**src/rtl/pid_wr_master.sv**
```systemverilog
// Host-word framed write master: assembles addr/chan/data frames from a narrow
// host stream and issues a unicast write or an N_CHAN-wide broadcast sequence.
module pid_wr_master #(
    parameter int W_HOST    = 16,
    parameter int W_WR_ADDR = 16,
    parameter int W_WR_CHAN = 16,
    parameter int W_WR_DATA = 48,
    parameter int N_CHAN    = 8
) (
    input  logic                 clk_in,
    input  logic                 rst_in,
    input  logic                 host_valid_in,
    input  logic                 host_sof_in,
    input  logic [W_HOST-1:0]    host_word_in,
    output logic                 host_ready_out,
    output logic                 wr_en,
    output logic [W_WR_ADDR-1:0] wr_addr,
    output logic [W_WR_CHAN-1:0] wr_chan,
    output logic [W_WR_DATA-1:0] wr_data,
    output logic                 busy_out,
    output logic                 frame_err_out
);

    localparam int N_WORDS = W_WR_DATA / W_HOST;
    localparam int IDX_W   = (N_WORDS > 1) ? $clog2(N_WORDS) : 1;
    localparam int CNT_W   = $clog2(2 * N_CHAN);
    localparam int W_AC    = (W_WR_ADDR > W_WR_CHAN) ? W_WR_ADDR : W_WR_CHAN;
    localparam int W_EXT   = (W_HOST > W_AC) ? W_HOST : W_AC;

    localparam logic [IDX_W-1:0]     LAST_IDX   = IDX_W'(N_WORDS - 1);
    localparam logic [CNT_W-1:0]     LAST_CNT   = CNT_W'(2 * N_CHAN - 1);
    localparam logic [W_WR_CHAN:0]   N_CHAN_EXT = (W_WR_CHAN + 1)'(N_CHAN);
    localparam logic [W_WR_CHAN-1:0] CHAN_BCAST = {W_WR_CHAN{1'b1}};

    typedef enum logic [2:0] {
        S_ADDR  = 3'd0,
        S_CHAN  = 3'd1,
        S_DATA  = 3'd2,
        S_ISSUE = 3'd3,
        S_BCAST = 3'd4
    } state_t;

    state_t               state_q, state_d;
    logic [IDX_W-1:0]     idx_q, idx_d;
    logic [CNT_W-1:0]     cnt_q, cnt_d;
    logic [W_WR_ADDR-1:0] addr_q, addr_d;
    logic [W_WR_CHAN-1:0] chan_q, chan_d;
    logic [W_WR_DATA-1:0] data_q, data_d;
    logic                 frame_err_d, frame_err_q;

    logic                 ready_q, ready_d;
    logic                 wr_en_q, wr_en_d;
    logic [W_WR_ADDR-1:0] wr_addr_q, wr_addr_d;
    logic [W_WR_CHAN-1:0] wr_chan_q, wr_chan_d;
    logic [W_WR_DATA-1:0] wr_data_q, wr_data_d;
    logic                 busy_q, busy_d;

    logic                 accept_s;
    logic [W_EXT-1:0]     word_ext_s;

    assign accept_s   = host_valid_in & ready_q;
    // Zero-extend so narrower or wider addr/chan fields both slice cleanly.
    assign word_ext_s = W_EXT'(host_word_in);

    // State and frame-buffer registers.
    always_ff @(posedge clk_in) begin
        if (rst_in) begin
            state_q     <= S_ADDR;
            idx_q       <= '0;
            cnt_q       <= '0;
            addr_q      <= '0;
            chan_q      <= '0;
            data_q      <= '0;
            frame_err_q <= 1'b0;
        end else begin
            state_q     <= state_d;
            idx_q       <= idx_d;
            cnt_q       <= cnt_d;
            addr_q      <= addr_d;
            chan_q      <= chan_d;
            data_q      <= data_d;
            frame_err_q <= frame_err_d;
        end
    end

    // Next-state: frame parsing, resync on sof, and broadcast sequencing.
    always_comb begin
        state_d     = state_q;
        idx_d       = idx_q;
        cnt_d       = cnt_q;
        addr_d      = addr_q;
        chan_d      = chan_q;
        data_d      = data_q;
        frame_err_d = 1'b0;
        case (state_q)
            S_ADDR: begin
                if (accept_s) begin
                    if (host_sof_in) begin
                        addr_d  = word_ext_s[W_WR_ADDR-1:0];
                        state_d = S_CHAN;
                    end else begin
                        frame_err_d = 1'b1;
                    end
                end else begin
                    state_d = S_ADDR;
                end
            end
            S_CHAN: begin
                if (accept_s) begin
                    if (host_sof_in) begin
                        frame_err_d = 1'b1;
                        addr_d      = word_ext_s[W_WR_ADDR-1:0];
                        state_d     = S_CHAN;
                    end else begin
                        chan_d  = word_ext_s[W_WR_CHAN-1:0];
                        idx_d   = '0;
                        state_d = S_DATA;
                    end
                end else begin
                    state_d = S_CHAN;
                end
            end
            S_DATA: begin
                if (accept_s) begin
                    if (host_sof_in) begin
                        frame_err_d = 1'b1;
                        addr_d      = word_ext_s[W_WR_ADDR-1:0];
                        state_d     = S_CHAN;
                    end else begin
                        data_d[int'(idx_q) * W_HOST +: W_HOST] = host_word_in;
                        if (idx_q == LAST_IDX) begin
                            if ({1'b0, chan_q} < N_CHAN_EXT) begin
                                state_d = S_ISSUE;
                            end else if (chan_q == CHAN_BCAST) begin
                                cnt_d   = '0;
                                state_d = S_BCAST;
                            end else begin
                                frame_err_d = 1'b1;
                                state_d     = S_ADDR;
                            end
                        end else begin
                            idx_d = idx_q + IDX_W'(1);
                        end
                    end
                end else begin
                    state_d = S_DATA;
                end
            end
            S_ISSUE: begin
                state_d = S_ADDR;
            end
            S_BCAST: begin
                if (cnt_q == LAST_CNT) begin
                    state_d = S_ADDR;
                end else begin
                    cnt_d = cnt_q + CNT_W'(1);
                end
            end
            default: begin
                state_d = S_ADDR;
            end
        endcase
    end

    // Output decode from the upcoming state so every output is a flop.
    always_comb begin
        wr_en_d   = 1'b0;
        wr_addr_d = wr_addr_q;
        wr_chan_d = wr_chan_q;
        wr_data_d = wr_data_q;
        ready_d   = 1'b0;
        busy_d    = 1'b1;
        case (state_d)
            S_ADDR: begin
                ready_d = 1'b1;
                busy_d  = 1'b0;
            end
            S_CHAN, S_DATA: begin
                ready_d = 1'b1;
            end
            S_ISSUE: begin
                wr_en_d   = 1'b1;
                wr_addr_d = addr_d;
                wr_chan_d = chan_d;
                wr_data_d = data_d;
            end
            S_BCAST: begin
                // Even counts strobe channel cnt/2; odd counts are the gap cycle.
                if (!cnt_d[0]) begin
                    wr_en_d   = 1'b1;
                    wr_addr_d = addr_d;
                    wr_chan_d = W_WR_CHAN'(cnt_d >> 1);
                    wr_data_d = data_d;
                end else begin
                    wr_en_d = 1'b0;
                end
            end
            default: begin
                busy_d = 1'b0;
            end
        endcase
    end

    // Registered output stage.
    always_ff @(posedge clk_in) begin
        if (rst_in) begin
            ready_q   <= 1'b0;
            wr_en_q   <= 1'b0;
            wr_addr_q <= '0;
            wr_chan_q <= '0;
            wr_data_q <= '0;
            busy_q    <= 1'b0;
        end else begin
            ready_q   <= ready_d;
            wr_en_q   <= wr_en_d;
            wr_addr_q <= wr_addr_d;
            wr_chan_q <= wr_chan_d;
            wr_data_q <= wr_data_d;
            busy_q    <= busy_d;
        end
    end

    assign host_ready_out = ready_q;
    assign wr_en          = wr_en_q;
    assign wr_addr        = wr_addr_q;
    assign wr_chan        = wr_chan_q;
    assign wr_data        = wr_data_q;
    assign busy_out       = busy_q;
    assign frame_err_out  = frame_err_q;

endmodule

```
**config.mk**
```make
export PLATFORM = sky130hd
export DESIGN_NAME = pid_wr_master
export DESIGN_NICKNAME = d
export VERILOG_FILES = /design/src/rtl/pid_wr_master.sv
export SDC_FILE = /design/constraint.sdc
export NUM_CORES = 1
export LEC_CHECK = 0
export CORE_MARGIN = 5
export CORE_UTILIZATION = 54
export CTS_CLUSTER_DIAMETER = 30
export CTS_CLUSTER_SIZE = 30
export DETAILED_ROUTE_END_ITERATION = 10
export PLACE_DENSITY = 0.76
export SLEW_MARGIN = 0
export SYNTH_ARGS = -nofsm -noshare
export SYNTH_HDL_FRONTEND = slang
export SYNTH_SLANG_ARGS = --single-unit
```
**constraint.sdc**
```tcl
create_clock -name clk_in -period 3.2 [get_ports clk_in]
set_input_delay 0.32 -clock clk_in [delete_from_list [all_inputs] [get_ports clk_in]]
set_output_delay 0.32 -clock clk_in [all_outputs]
set_load 0.01 [all_outputs]
```
# ---- Word level (Yosys, flattened, before mapping)
# Index checks and enable logic that the tools add are counted.
dict set report word_totals {
  regBits 173
  in_bits 20
  elab_cells 99
}
dict set report op_classes {
  addsub 3
  n_lt_le_gt_ge 1
  eq_ne 16
  n_shift 2
  muxes 54
  bitwise_logic 1
  reduce_logical 9
}
# cell count
set op_table {}
lappend op_table {{two-way mux 48 bit} 4}
lappend op_table {{two-way mux 16 bit} 8}
lappend op_table {{one-hot mux 48 bit (2 select lines)} 1}
lappend op_table {{one-hot mux 16 bit (2 select lines)} 2}
lappend op_table {{bitwise mux 48 bit} 1}
lappend op_table {{variable shift 16 x 33 -> 48 bit, first input constant} 1}
lappend op_table {{variable part select 16 x 33 -> 48 bit} 1}
lappend op_table {{negation 6 -> 33 bit} 1}
lappend op_table {{two-way mux 3 bit} 9}
lappend op_table {{two-way mux 4 bit} 6}
lappend op_table {{== test 16 bit, second input constant} 1}
lappend op_table {{less-than comparator 16 x 4 -> 1 bit, second input constant} 1}
lappend op_table {{two-way mux 1 bit} 12}
lappend op_table {{two-way mux 2 bit} 6}
lappend op_table {{inequality test 2 bit, second input constant} 6}
lappend op_table {{one-hot mux 3 bit (4 select lines)} 1}
lappend op_table {{== test 3 x 2 -> 1 bit, second input constant} 3}
lappend op_table {{one-hot mux 4 bit (2 select lines)} 1}
lappend op_table {{== test 3 x 1 -> 1 bit, second input constant} 2}
lappend op_table {{== test 3 bit, second input constant} 2}
lappend op_table {{zero test 3 bit} 2}
lappend op_table {{AND reduction 6 bit} 1}
lappend op_table {{OR reduction 3 bit} 2}
lappend op_table {{adder 4 x 1 -> 4 bit, second input constant} 1}
lappend op_table {{other kinds (10)} 11}

# ---- Depth between registers and ports, before layout
dict set report logic_depth {
  ltp_word 10
  ltp_mapped 9
  depth_no_buf 7
}

# ---- Worst setup path after synthesis
# Ideal clock, no wire load.
dict set report synth_path {
  path_type {register -> register}
  from {reg idx_q[0]}
  to {reg wr_data_q[20] (netlist: wr_data[20])}
  arrival_time_ns 2.127
  t_required_ns 3.079
  setup_slack_ns 0.951
  stages_incl_launch_ff 9
  path_buffers 2
  synth_period_minus_slack_ns 2.249
  cell_sequence {dfxtp_1 -> inv_1 -> ha_1 -> and3b_1 -> a31oi_1 -> o211a_1 -> buf_6 -> buf_6 -> mux2_4}
}
dict set report synth_via {
  elab_chain_cells 8
}
# item line_no
set synth_lines {}
lappend synth_lines {{start, declared} 44} ;# logic [IDX_W-1:0] idx_q, idx_d;
lappend synth_lines {{start signal, assigned} 77} ;# idx_q <= idx_d;
lappend synth_lines {{negation 6 -> 33 bit / == test 2 bit (equally long branches)} {130, 131}}
lappend synth_lines {{variable part select 16 x 33 -> 48 bit (tied with other cells)} 130} ;# data_d[int'(idx_q) * W_HOST +: W_HOST] = host_word_in;
lappend synth_lines {{bitwise mux 48 bit / two-way mux 3 bit (equally long branches)} {130, 125}}
lappend synth_lines {{two-way mux 48 bit / two-way mux 3 bit (equally long branches)} {125, 124}}
lappend synth_lines {{two-way mux 48 bit / one-hot mux 3 bit (4 select lines) (equally long branches)} {124, 95}}
lappend synth_lines {{two-way mux 48 bit (tied with other cells)} 95} ;# case (state_q)
lappend synth_lines {{two-way mux 48 bit (tied with other cells)} 189} ;# if (!cnt_d[0]) begin
lappend synth_lines {{one-hot mux 48 bit (2 select lines) / AND reduction 2 bit (equally long branches)} --}
lappend synth_lines {{end signal, assigned} 218} ;# wr_data_q <= wr_data_d;
lappend synth_lines {{end, declared} 55} ;# logic [W_WR_DATA-1:0] wr_data_q, wr_data_d;
# Parallel ways exist; a longest one is shown, timed or not. The select of a mux whose other input is x is not followed.
# A chain may end at the register's enable or synchronous reset.

# ---- Worst setup path after layout
dict set report layout_path {
  from {reg idx_q[0]}
  to {reg wr_data_q[19] (netlist: wr_data[19])}
}
# Same word-level chain as after synthesis.

==> results.md <==
* Std cell rows at 41
* Vias in the first global route at 5,279
* Top cells by area, synth: dfxtp_1 49%, nor2b_1 6.1%, mux2_2 6.1%
* Lkg Pwr at approximately 3.4 nW
* Flop pwr share at between 40% and 50%
* Hold Crit Depth at 2
* Inserted Diodes at 0
* Hold Buf Count CTS at 0
* Vias per cell at 5.381
* RSZ-0062 raised after global routing: false
* TritonRoute pass-1 iters at 6
* Routed Antenna Nets at 0
* Seq/Total Area, Yosys at 49.24%
* # port buffers at 103
* Most frequent cells in the layout: 173 x dfxtp_1, 114 x nand2_1, 102 x clkdlybuf4s50_1, 69 x nor2b_1, 67 x a21oi_1
* Final wirelength at around 17,000 um
* Prevailing post-synth register cell: dfxtp_1
* Post-CTS Setup Bufs at 0
* Post-Synthesis Cell Area at 0.007033 mm^2
* Hold Fails Final Rpt at 0
* Synth area leader: dfxtp_1
* Mapped Nets at 754
* CP startpoint kind: flop
* Nets at 840
* Clk buf depth at 2
* Fin Clk Skew at 6.636 ps
* Tot GR Track Use at 22.46%
* Reg2reg end: wr_data[19]
* Design Area, Final at 0.008773 mm^2
* DP Worst Slack at 364.7 ps
* Setup TNS at 0 ps
* Fin crit share at 84.63%
* HP Start: rst_in
* CTS tree: yes
* Hpwl dp at 10,920 um
* Via count at 5,381
* EDFF count, synth at 0
* PwrDens at just over 500 mW/mm^2
* Placed cell area at 0.008158 mm^2
* RePlAce Congestion at 0.8979
* R2R setup slack at 490 ps
* Length in cells of the worst reg-to-reg path at 7
* 1st-iter DRT viols at between 300 and 400
* Io pins at 104
* Async set or reset register ratio after synthesis at 0%
* Critical Path AT at 3020 ps
* WL/cell at 16.69 um
* Final setup fails at 0
* Status: completed
* Ys Warns at 0
* Core area at between 0.01 and 0.015 mm^2
* Clock Pin Slew Worst Setup and Hold Paths at 60 ps
* Slew Viols, Final at 0
* TritonCTS buffer count at 17
* Slew headroom at 34.04%
* First-pass GRT wire length at 26,670 um
* Initial Util at 55.51%
* Reg2reg start: idx_q[0]
* Worst-path maximum fanout at 67
* # DRC at 0
* Area delta synth->final at 24.75%
* VDD IR max at ~0.00037 V
* Die Y-Extent at 124.1 um
* Gate Count Post-Synth at 729
* P_int at 3.497 mW
* Critical path capture point type: flop
* TritonCTS Sinks at 173
* Grt total ovfl at 0
* Switching Fraction at 21.61%
* Slew of the pin with the lowest slew margin at just under 1000 ps
* Most common cell after layout, fill and taps aside: dfxtp_1
* Syn_area_per_cell at just under 10 um^2
* Clk Latency, worst-skew pair at 420 ps
* Root Buffer: clkbuf_16
* Unique masters post-synth at 48
* Hold crit path type: in2reg
* Register bit total from synthesis at 173
* Min Tclk post-route at around 2700 ps
* Pwr Total at 4.461 mW
* Critical path required time at 3510 ps
* Critical setup path kind: reg2reg
* Layout cells sized above 1 at 17.87%
* Gate power share at 3.7%
* Die ar. at 0.01541 mm^2
* Fin worst setup slack at 491.8 ps
* Largest net degree at the start of global routing at 68
* NetSw at about 0.96 mW
* Destination of the worst hold path: wr_en
* Initial antenna violation count at 0
* Max Cap Viol at 0
* PostCTS Resize Cnt at 0
* Die Width at around 120 um
* Clk pwr share at 47.5%
* Post-synth top area share at 49.24%
* # H-tree levels at 4
* Fmax at 369.3 MHz
state kept, by name, indices dropped and copies added (netlist names):
name,flops
data_q,48
busy_out,1
addr_q,16
cnt_q,4
chan_q,16
state_q,3
frame_err_out,1
wr_data,48
host_ready_out,1
wr_chan,16
wr_en,1
wr_addr,16
idx_q,2
worst max-delay path by stage:
stage | from | endpoint | slack (ps) | cells past startpoint
floorplan | idx_q[0] | wr_data[20] | 950 | 8
global placement | host_sof_in | wr_addr[4] | 440 | 7
detailed placement | host_sof_in | wr_data[19] | 360 | 7
CTS | idx_q[0] | wr_data[1] | 490 | 7
global route | idx_q[0] | wr_chan[0] | 280 | 7
finish | idx_q[0] | wr_data[19] | 490 | 7
through the flow:
| step | hold slack, ps | util [%] | std cells |
|---|---|---|---|
| floorplan | 432.3 | - | 729 |
| global placement | 442.2 | 64.38 | 968 |
| detailed placement | 448.6 | 64.38 | 968 |
| CTS | 398.1 | 69.24 | 1000 |
| global route | 458.1 | 69.24 | 1000 |
| finish | 420.4 | 69.24 | 1000 |
layer usage:
layer / GRT usage [%] / routed length [um] / vias up / share of wire, %
li1: - / - / 2638 / -
met1: 29.83 / 7553 / 2559 / 45
met2: 35.51 / 7864 / 153 / 47
met3: 4.632 / 855 / 31 / 5.1
met4: 9.719 / 413 / 0 / 2.5
met5: 0 / 0 / - / 0
Yosys cell counts, types with 3 or more instances:
| cell type | number |
|---|---|
| dfxtp_1 | 173 |
| nand2_1 | 114 |
| nor2b_1 | 69 |
| a21oi_1 | 67 |
| mux2_2 | 38 |
| nor2_1 | 34 |
| or2_2 | 30 |
| clkbuf_1 | 27 |
| mux2_4 | 27 |
| nand3_1 | 23 |
| mux2i_1 | 18 |
| nor3b_1 | 18 |
| buf_2 | 7 |
| buf_1 | 6 |
| buf_6 | 6 |
| a211oi_1 | 5 |
| a31oi_1 | 5 |
| ha_1 | 5 |
| inv_1 | 5 |
| and3b_1 | 4 |
| nand2b_1 | 4 |
| nand4_1 | 4 |
| a22oi_1 | 3 |
| nor3_1 | 3 |
| nor4_1 | 3 |
| o211ai_1 | 3 |
| o21ai_0 | 3 |
kinds of logic (layout without fill, tap and decap cells):
| logic type | Yosys count | in the layout | share of synthesized area (%) |
|---|---|---|---|
| AO/OA/AOI/OAI | 96 | 96 | 8.095 |
| XOR/XNOR | 2 | 2 | 0.2491 |
| adder cells (fa/ha/maj) | 5 | 5 | 0.8895 |
| buffers and inverters | 53 | 152 | 3.700 |
| flip-flops | 173 | 173 | 49.24 |
| multiplexers | 83 | 83 | 14.41 |
| AND/OR/NAND/NOR | 317 | 317 | 23.41 |
area by class of cell:
class                           instances  area, um^2
Clock inverter                         13       162.7
Sequential cell                       173        3463
Multi-Input combinational cell        503        3317
Tap cell                              172       215.2
Inverter                                5       18.77
Timing Repair Buffer                  115        1144
Clock buffer                           19       452.9
Fill cell                             996        3897
power groups by stage:
stage | sequential [mW] | clock (mW) | combinational (mW)
floorplan | 2.22 | 0 | 0.0885
global placement | 2.22 | 0 | 0.161
detailed placement | 2.22 | 0 | 0.162
CTS | 2.17 | 2.15 | 0.163
global route | 2.18 | 2.25 | 0.177
finish | 2.18 | 2.12 | 0.165
worst max-delay path, cell delays in order (launching register included):
cell	delay, ps
dfxtp_1	440
inv_1	140
ha_1	280
and3b_1	220
a31oi_1	460
o211a_4	260
buf_12	340
mux2_2	390
(Power assumes the default switching activity.)
